$ cat src/rtl/addsub_pkg.sv
// addsub_pkg: shared types for the addsub_pipe arithmetic unit.
// Contents: mode_e operation select. Results travel through the pipeline
// packed as {ovf, y}, i.e. W+1 bits.
package addsub_pkg;

    typedef enum logic [1:0] {
        MODE_ADD  = 2'd0,
        MODE_SUB  = 2'd1,
        MODE_SADD = 2'd2,
        MODE_ACC  = 2'd3
    } mode_e;

endpackage

$ cat src/rtl/addsub_stage.sv
// addsub_stage: one elastic valid/ready register slot.
// Ports:
//   clk, rst_n          clock, asynchronous active-low reset
//   in_valid, in_data   upstream beat
//   out_ready           downstream can take this slot's beat
//   out_valid, out_data registered beat held by this slot
// The slot loads whenever it is empty or its beat leaves this cycle, which is
// exactly the upstream ready term the top level derives for this slot.
module addsub_stage #(
    parameter int DW = 17
) (
    input  logic          clk,
    input  logic          rst_n,
    input  logic          in_valid,
    input  logic [DW-1:0] in_data,
    input  logic          out_ready,
    output logic          out_valid,
    output logic [DW-1:0] out_data
);

    always_ff @(posedge clk or negedge rst_n) begin
        if (!rst_n) begin
            out_valid <= 1'b0;
            out_data  <= '0;
        end else if (!out_valid || out_ready) begin
            out_valid <= in_valid;
            if (in_valid) out_data <= in_data;
        end
    end

endmodule

$ cat src/rtl/addsub_pipe.sv
// addsub_pipe: elastic LAT-stage add / subtract / saturating add / accumulate.
// Ports:
//   clk, rst_n            clock, asynchronous active-low reset
//   in_valid, in_ready    operand handshake (in_ready forced low in reset)
//   a, b, mode, acc_clr   operands, op select, accumulator clear
//   out_valid, out_ready  result handshake
//   y, ovf                result and its overflow/borrow/clamp flag
module addsub_pipe
    import addsub_pkg::*;
#(
    parameter int W   = 16,
    parameter int LAT = 2
) (
    input  logic         clk,
    input  logic         rst_n,
    input  logic         in_valid,
    output logic         in_ready,
    input  logic [W-1:0] a,
    input  logic [W-1:0] b,
    input  logic [1:0]   mode,
    input  logic         acc_clr,
    output logic         out_valid,
    input  logic         out_ready,
    output logic [W-1:0] y,
    output logic         ovf
);

    mode_e        op;
    logic [W:0]   sum, diff, acc_sum, res;
    logic [W-1:0] acc_q;
    logic         fire;
    // vld[0]/dat[0] is the incoming beat, vld[i+1]/dat[i+1] is slot i
    logic [LAT:0] vld;
    logic [LAT:0] rdy;
    logic [W:0]   dat [LAT+1];

    assign op      = mode_e'(mode);
    assign sum     = {1'b0, a} + {1'b0, b};
    // top bit of the W+1 difference is the borrow
    assign diff    = {1'b0, a} - {1'b0, b};
    assign acc_sum = {1'b0, acc_clr ? {W{1'b0}} : acc_q} + {1'b0, a};
    assign res     = op == MODE_ADD  ? sum :
                     op == MODE_SUB  ? diff :
                     op == MODE_SADD ? (sum[W] ? {1'b1, {W{1'b1}}} : sum) :
                     acc_sum;

    // ready_i = !valid_i || ready_{i+1}, unrolled so that slot i is ready
    // unless it and every slot after it are full while out_ready is low
    always_comb begin
        rdy = {out_ready, {LAT{1'b0}}};
        for (int i = 0; i < LAT; i++)
            rdy[i] = out_ready || !(&(vld[LAT:1] | LAT'((1 << i) - 1)));
    end

    assign in_ready = rdy[0] && rst_n;
    assign fire     = in_valid && in_ready;
    assign vld[0]   = in_valid;
    assign dat[0]   = res;

    always_ff @(posedge clk or negedge rst_n) begin
        if (!rst_n) acc_q <= '0;
        else if (fire && op == MODE_ACC) acc_q <= acc_sum[W-1:0];
        else if (fire && acc_clr) acc_q <= '0;
    end

    for (genvar g = 0; g < LAT; g++) begin : g_stage
        addsub_stage #(.DW(W + 1)) u_stage (
            .clk       (clk),
            .rst_n     (rst_n),
            .in_valid  (vld[g]),
            .in_data   (dat[g]),
            .out_ready (rdy[g+1]),
            .out_valid (vld[g+1]),
            .out_data  (dat[g+1])
        );
    end

    assign out_valid = vld[LAT];
    assign y         = dat[LAT][W-1:0];
    assign ovf       = dat[LAT][W];

endmodule

$ cat config.mk
export PLATFORM = sky130hd
export DESIGN_NAME = addsub_pipe
export DESIGN_NICKNAME = d
export VERILOG_FILES = /design/src/rtl/addsub_pkg.sv /design/src/rtl/addsub_stage.sv /design/src/rtl/addsub_pipe.sv
export SDC_FILE = /design/constraint.sdc
export NUM_CORES = 1
export LEC_CHECK = 0
export BUFFER_PORTS_ARGS = -buffer_cell sky130_fd_sc_hd__buf_2
export CAP_MARGIN = 20
export CORE_ASPECT_RATIO = 0.5
export CORE_MARGIN = 2
export CORE_UTILIZATION = 50
export CTS_CLUSTER_DIAMETER = 30
export CTS_CLUSTER_SIZE = 8
export DETAILED_ROUTE_END_ITERATION = 8
export HOLD_SLACK_MARGIN = 0.05
export PLACE_DENSITY = 0.7
export SETUP_SLACK_MARGIN = 0.2
export SYNTH_ARGS = -nofsm -noshare
export SYNTH_HDL_FRONTEND = slang
export SYNTH_SLANG_ARGS = --single-unit
$ cat constraint.sdc
create_clock -name clk -period 6.3 [get_ports clk]
set_clock_uncertainty 0.15 [all_clocks]
set_input_delay 0.63 -clock clk [delete_from_list [all_inputs] [get_ports clk]]
set_output_delay 0.63 -clock clk [all_outputs]
set_load 0.02 [all_outputs]
# Word-level counts from Yosys, hierarchy flattened
# Cells that the tools add are included.
[totals] elab_cells=33 out_inout_bits=19 input_bits=39 ff_bits=52
[op_classes] n_eq_ne=3 add_sub_neg=3 n_reduce_logical=15 muxes=7
[op_table] op="two-way mux 17 bit" count=4
[op_table] op="two-way mux 16 bit" count=3
[op_table] op="adder 16 x 16 -> 17 bit" count=2
[op_table] op="subtractor 16 x 16 -> 17 bit" count=1
[op_table] op="AND reduction 2 bit" count=3
[op_table] op="== test 2 bit, second input constant" count=2
[op_table] op="logical AND 1 bit" count=4
[op_table] op="zero test 1 bit" count=3
[op_table] op="logical OR 1 bit" count=3
[op_table] op="== test 2 x 1 -> 1 bit, second input constant" count=1
[op_table] op="zero test 2 bit" count=1
[op_table] op="nonzero test 2 bit" count=1

# Logic depth before layout (Yosys ltp)
[depth] ltp_word=8 mapped_depth=12 depth_no_buf=11

# By module
# A second synthesis with hierarchy kept.
[unflattened] hier_cells=521 hier_area_um2=4895.9
[modules_own_cells] module="addsub_pipe" seq_area_each_um2=400.4 cells_per_inst=443 n_inst=1 area_each_um2=3432.0
[modules_own_cells] module="addsub_stage" seq_area_each_um2=450.4 cells_per_inst=39 n_inst=2 area_each_um2=732.0

# Worst setup path before layout
# No wires, ideal clock.
[synth_path] path_type="input to register" startpoint="input port acc_clr" endpoint="register acc_q[15]" setup_time_ns=0.122 arrival_time_ns=3.026 path_buffers=1 stages=11 t_required_ns=6.028 setup_slack_ns=3.003 cell_sequence="clkbuf_1 -> nor2b_1 -> ha_1 -> and3_1 -> and3_2 -> a2111oi_4 -> nor3_2 -> a41oi_2 -> a21boi_1 -> or3_1 -> a32o_1"
[synth_via] elab_chain_cells=3 word_cells_on_any_way=5 classes_between="add/sub: 1; mux: 2; reduce/logical: 2"
[synth_lines] item="from (decl)" line_no="addsub_pipe.sv:21" rtl="input logic acc_clr,"
[synth_lines] item="two-way mux 16 bit" line_no="addsub_pipe.sv:41" rtl="assign acc_sum = {1'b0, acc_clr ? {W{1'b0}} : acc_q} + {1'b0, a};"
[synth_lines] item="adder 16 x 16 -> 17 bit" line_no="addsub_pipe.sv:41"
[synth_lines] item="two-way mux 16 bit" line_no="addsub_pipe.sv:62" rtl="else if (fire && op == MODE_ACC) acc_q <= acc_sum[W-1:0];"
[synth_lines] item="to (signal assigned)" line_no="addsub_pipe.sv:62"
[synth_lines] item="to (decl)" line_no="addsub_pipe.sv:30" rtl="logic [W-1:0] acc_q;"
# Parallel ways exist; a longest one is shown, timed or not.
# A chain may end at the register's enable or synchronous reset.

# Final worst setup path
[layout_path] startpoint="input port acc_clr" endpoint="register g_stage[0].u_stage.out_data[10]"
[layout_via] elab_chain_cells=5
[layout_lines] item="two-way mux 16 bit" line_no="addsub_pipe.sv:41"
[layout_lines] item="adder 16 x 16 -> 17 bit" line_no="addsub_pipe.sv:41"
[layout_lines] item="two-way mux 17 bit" line_no="addsub_pipe.sv:44" rtl="op == MODE_SADD ? (sum[W] ? {1'b1, {W{1'b1}}} : sum) :"
[layout_lines] item="two-way mux 17 bit" line_no="addsub_pipe.sv:43" rtl="op == MODE_SUB ? diff :"
[layout_lines] item="two-way mux 17 bit" line_no="addsub_pipe.sv:42" rtl="assign res = op == MODE_ADD ? sum :"
[layout_lines] item="to (signal assigned)" line_no="addsub_stage.sv:27" rtl="if (in_valid) out_data <= in_data;"
[layout_lines] item="to (decl)" line_no="addsub_stage.sv:18" rtl="output logic [DW-1:0] out_data"
# No other way between the ends.

==> results.py <==
metrics = {
    "setup_path": {
        "regToRegSetupSlack_ps": 3200,
        "timing.critical_path.from_type": "input pin",
        "timing.critical_path.fanout_max": 17,
        "timing.critical_path.arrival_ps": 3390,
        "cpMostUsedCell": "sky130_fd_sc_hd__o21ai_0",
        "endpoint_kind": "flip-flop",
        "critical_path.reg2reg.endpoint": "g_stage[0].u_stage.out_data[10]$_DFFE_PN0P_",
        "path_buf_inv": 1,
        "crit_required_ps": 6380,
        "worst_r2r_startpoint": "acc_q[0]$_DFFE_PN0P_",
        "critical_path_type": "in -> reg",
        "crit_path_cells": "buf_2, nor2b_1, ha_1, fa_1, a211oi_1, o21bai_1, o21ai_0, o21ai_0, xor2_1, o22ai_1, a21o_1, a21oi_1",
        "worst_setup_sp": "acc_clr",
        "critPathMaxStageDelay_ps": 460,
        "cpMaxStageDelayCell": "sky130_fd_sc_hd__fa_1",
        "timing.reg2reg.worst_path_depth": 11,
        "cell_family_with_the_largest_share_of_critical_path_delay": "compound AO/OA/AOI/OAI gates",
    },
    "finish": {
        "layout.nets": 673,
        "final_core_utilization": 0.5574,
        "multi_input_comb_area_sq_um": 3219,
        "post_route_cells_drive_above_1_share": 0.1729,
        "insertedDiodeCount": 0,
        "ff_latch_area_sq_um": 1301,
        "final.fill_count": 901,
        "most-common-layout-cells": "sky130_fd_sc_hd__buf_2, sky130_fd_sc_hd__dfrtp_1, sky130_fd_sc_hd__ha_1",
        "area.growth.synth_to_final_pct": 8.175,
        "fin_area_sq_um": 5265,
        "mostFrequentLayoutCell": "sky130_fd_sc_hd__buf_2",
    },
    "grt": {
        "use_met3": 0.07497,
        "use_met2": 0.3222,
        "grtUsageMet1": 0.4176,
        "vias_in_the_first_global_route": 3803,
        "grt_max_degree": 43,
        "globalRouteOverflowTotal": 0,
        "layer_carrying_the_most_global_route_usage": "met1",
        "grt.total_usage": 0.2549,
        "grt_antenna_before_repair": 0,
        "grt_pass1_wl_um": 20600,
    },
    "sta": {
        "slew_headroom": 0.5166,
        "rsz0062_at_grt": "false",
        "final.period_utilization": 0.5247,
        "slew_of_the_pin_with_the_lowest_slew_margin_ps": 724.2,
        "setup-tns-final_ps": 0,
        "timing.final.hold_violations": 0,
        "setup_viol": 0,
        "slew_violations": 0,
        "period_needed_ps": 3306,
        "clock.fmax_mhz": 302.5,
        "final_critical_path_setup_slack_ps": 2994,
    },
    "die": {
        "core-area_sq_um": 9447,
        "initial_core_util": 0.5152,
        "design.portCount": 58,
        "die_width_um": 143.5,
        "floorplan.die_area_sq_um": 10590,
        "placementRows": 25,
        "die-height_um": 73.77,
    },
    "pwr": {
        "clock_power_share": 0.228,
        "p_int_w": 0.0007779,
        "p_sw_w": 0.0004873,
        "total_leakage_power_nw": 2.437,
        "sw_frac_of_total": 0.3851,
        "power_per_cell_area_nw_per_um2": 240.3,
        "vdd.ir_drop.worst_mv": 0.1259,
        "comb_power_share": 0.418,
        "power.sequential.fraction": 0.354,
    },
    "cts": {
        "cts_setup_buffers": 0,
        "maximum_buffer_depth_of_the_clock_tree": 2,
        "clock_tree.root_cell": "sky130_fd_sc_hd__clkbuf_16",
        "ctsHoldBuffers": 0,
        "cts_inserted_buffers": 5,
        "cts.sinks": 52,
        "clock_tree_from_tritoncts": "built",
        "worstSkewPairLatency_ps": 300,
        "ctsHtreeMaxLevel": 2,
        "clock_slew_at_the_register_clock_pins_of_the_worst_setup_and_hold_paths_ps": 80,
        "post_cts_resize_count": 0,
    },
    "route": {
        "vias_per_cell": 5.930,
        "detail_route.first_pass.iterations": 6,
        "initialDrtViolationCount": 311,
        "drt.antenna.violating_nets": 0,
        "remaining_drc_errors": 0,
        "wirelength_um": 13070,
        "total_vias_in_the_final_route": 4264,
        "wl_per_cell_um": 18.18,
    },
    "synth": {
        "net_count_after_synthesis": 649,
        "async_flop_share": 1.000,
        "synth_area_per_cell_sq_um": 8.707,
        "seq_total_area_yosys": 0.2674,
        "synth-seq-cells": 52,
        "total_of_warnings_raised_by_yosys": 0,
        "synthFlopType": "sky130_fd_sc_hd__dfrtp_1",
        "yosys.cell_types.count": 71,
        "mappedNetlistArea_sq_um": 4867,
        "post_synth_edffs": 0,
        "post_synth_inst_count": 559,
    },
    "status": {
        "status": "complete, no violations",
    },
    "place": {
        "port-buffer-count": 57,
        "place.detailed.hpwl_um": 10100,
        "dpl-instance-area_sq_um": 5117,
        "place_congestion": 0.9498,
        "place_worst_setup_slack_ps": 2703,
    },
    "job": {
        "max_cap_viol_count": 0,
    },
    "hold_path": {
        "min-delay-path-class": "in -> async",
    },
}
[cell usage after synthesis (all sizes together) (3+ instances only)]
library cell | instances | area, sq um
a31oi | 10 | 68.81
a21o | 7 | 53.80
xnor2 | 24 | 210.2
nor3 | 13 | 70.07
o22ai | 5 | 31.28
o31ai | 3 | 22.52
clkbuf | 21 | 78.83
xor2 | 6 | 52.55
a21oi | 22 | 110.1
mux2 | 19 | 214.0
o221ai | 7 | 61.31
a211oi | 8 | 60.06
o21bai | 6 | 45.04
a22oi | 3 | 22.52
and3 | 10 | 65.06
fa | 3 | 60.06
ha | 48 | 600.6
or3 | 5 | 31.28
and2 | 8 | 50.05
mux2i | 4 | 40.04
buf | 22 | 147.7
nand2b | 18 | 112.6
nor4 | 4 | 25.02
nand2 | 30 | 112.6
a22o | 12 | 105.1
dfrtp | 52 | 1301
o211ai | 7 | 52.55
nor2 | 38 | 142.6
o41ai | 5 | 58.81
nor2b | 22 | 137.6
nand3 | 5 | 25.02
o21ai | 40 | 200.2
o21a | 4 | 30.03
inv | 32 | 120.1
[worst max path at each step]
stage,to,cells after the start
floorplan,acc_q[15]$_DFFE_PN0P_,11
global placement,acc_q[15]$_DFFE_PN0P_,11
detailed placement,acc_q[15]$_DFFE_PN0P_,11
CTS,acc_q[15]$_DFFE_PN0P_,11
global route,acc_q[15]$_DFFE_PN0P_,11
finish,g_stage[0].u_stage.out_data[10]$_DFFE_PN0P_,12
[cells by family after synthesis]
group / count (synthesis) / share of synthesized area
fa+ha+maj: 51 / 0.1357
flops: 52 / 0.2674
mux: 23 / 0.05219
xor+xnor: 30 / 0.05398
simple gates: 162 / 0.1725
compound gates: 166 / 0.2471
buf+inv: 75 / 0.07121
[power groups by stage]
stage,combinational (W),clock [W],sequential [W]
floorplan,0.000418,0,0.000446
global placement,0.000513,0,0.000453
detailed placement,0.000519,0,0.000455
CTS,0.000521,0.000295,0.000448
global route,0.000577,0.000307,0.000458
finish,0.000528,0.000289,0.000448
[state kept, by name (all words and copies together), names as in the netlist]
| signal | flops |
|---|---|
| g_stage.u_stage.out_valid | 2 |
| acc_q | 16 |
| g_stage.u_stage.out_data | 34 |
[layout make-up]
type,count,share of cell area
Multi-Input combinational cell,432,0.6115
Sequential cell,52,0.2471
Timing Repair Buffer,60,0.05846
Tap cell,135,0.03208
Clock buffer,5,0.02376
Inverter,32,0.02281
Clock inverter,3,0.004278
[routing by layer]
metal  part of all wire  wire [um]  vias to the layer above
met5                  0          0                        -
met4             0.0050         65                        0
met3               0.13       1676                        7
met2               0.37       4786                      195
met1               0.50       6543                     2001
li1                   -          -                     2061
[stage by stage]
step / power [W] / hold WS, ps / std cells
6_report: 0.001265 / 99.63 / 719
5_1_grt: 0.001341 / 114.2 / 719
4_1_cts: 0.001265 / 96.57 / 719
3_5_place_dp: 0.0009737 / 314.9 / 711
3_3_place_gp: 0.0009658 / 308.0 / 711
2_1_floorplan: 0.0008636 / 184.4 / 559
Note: power is estimated with default switching activity, not from simulation.
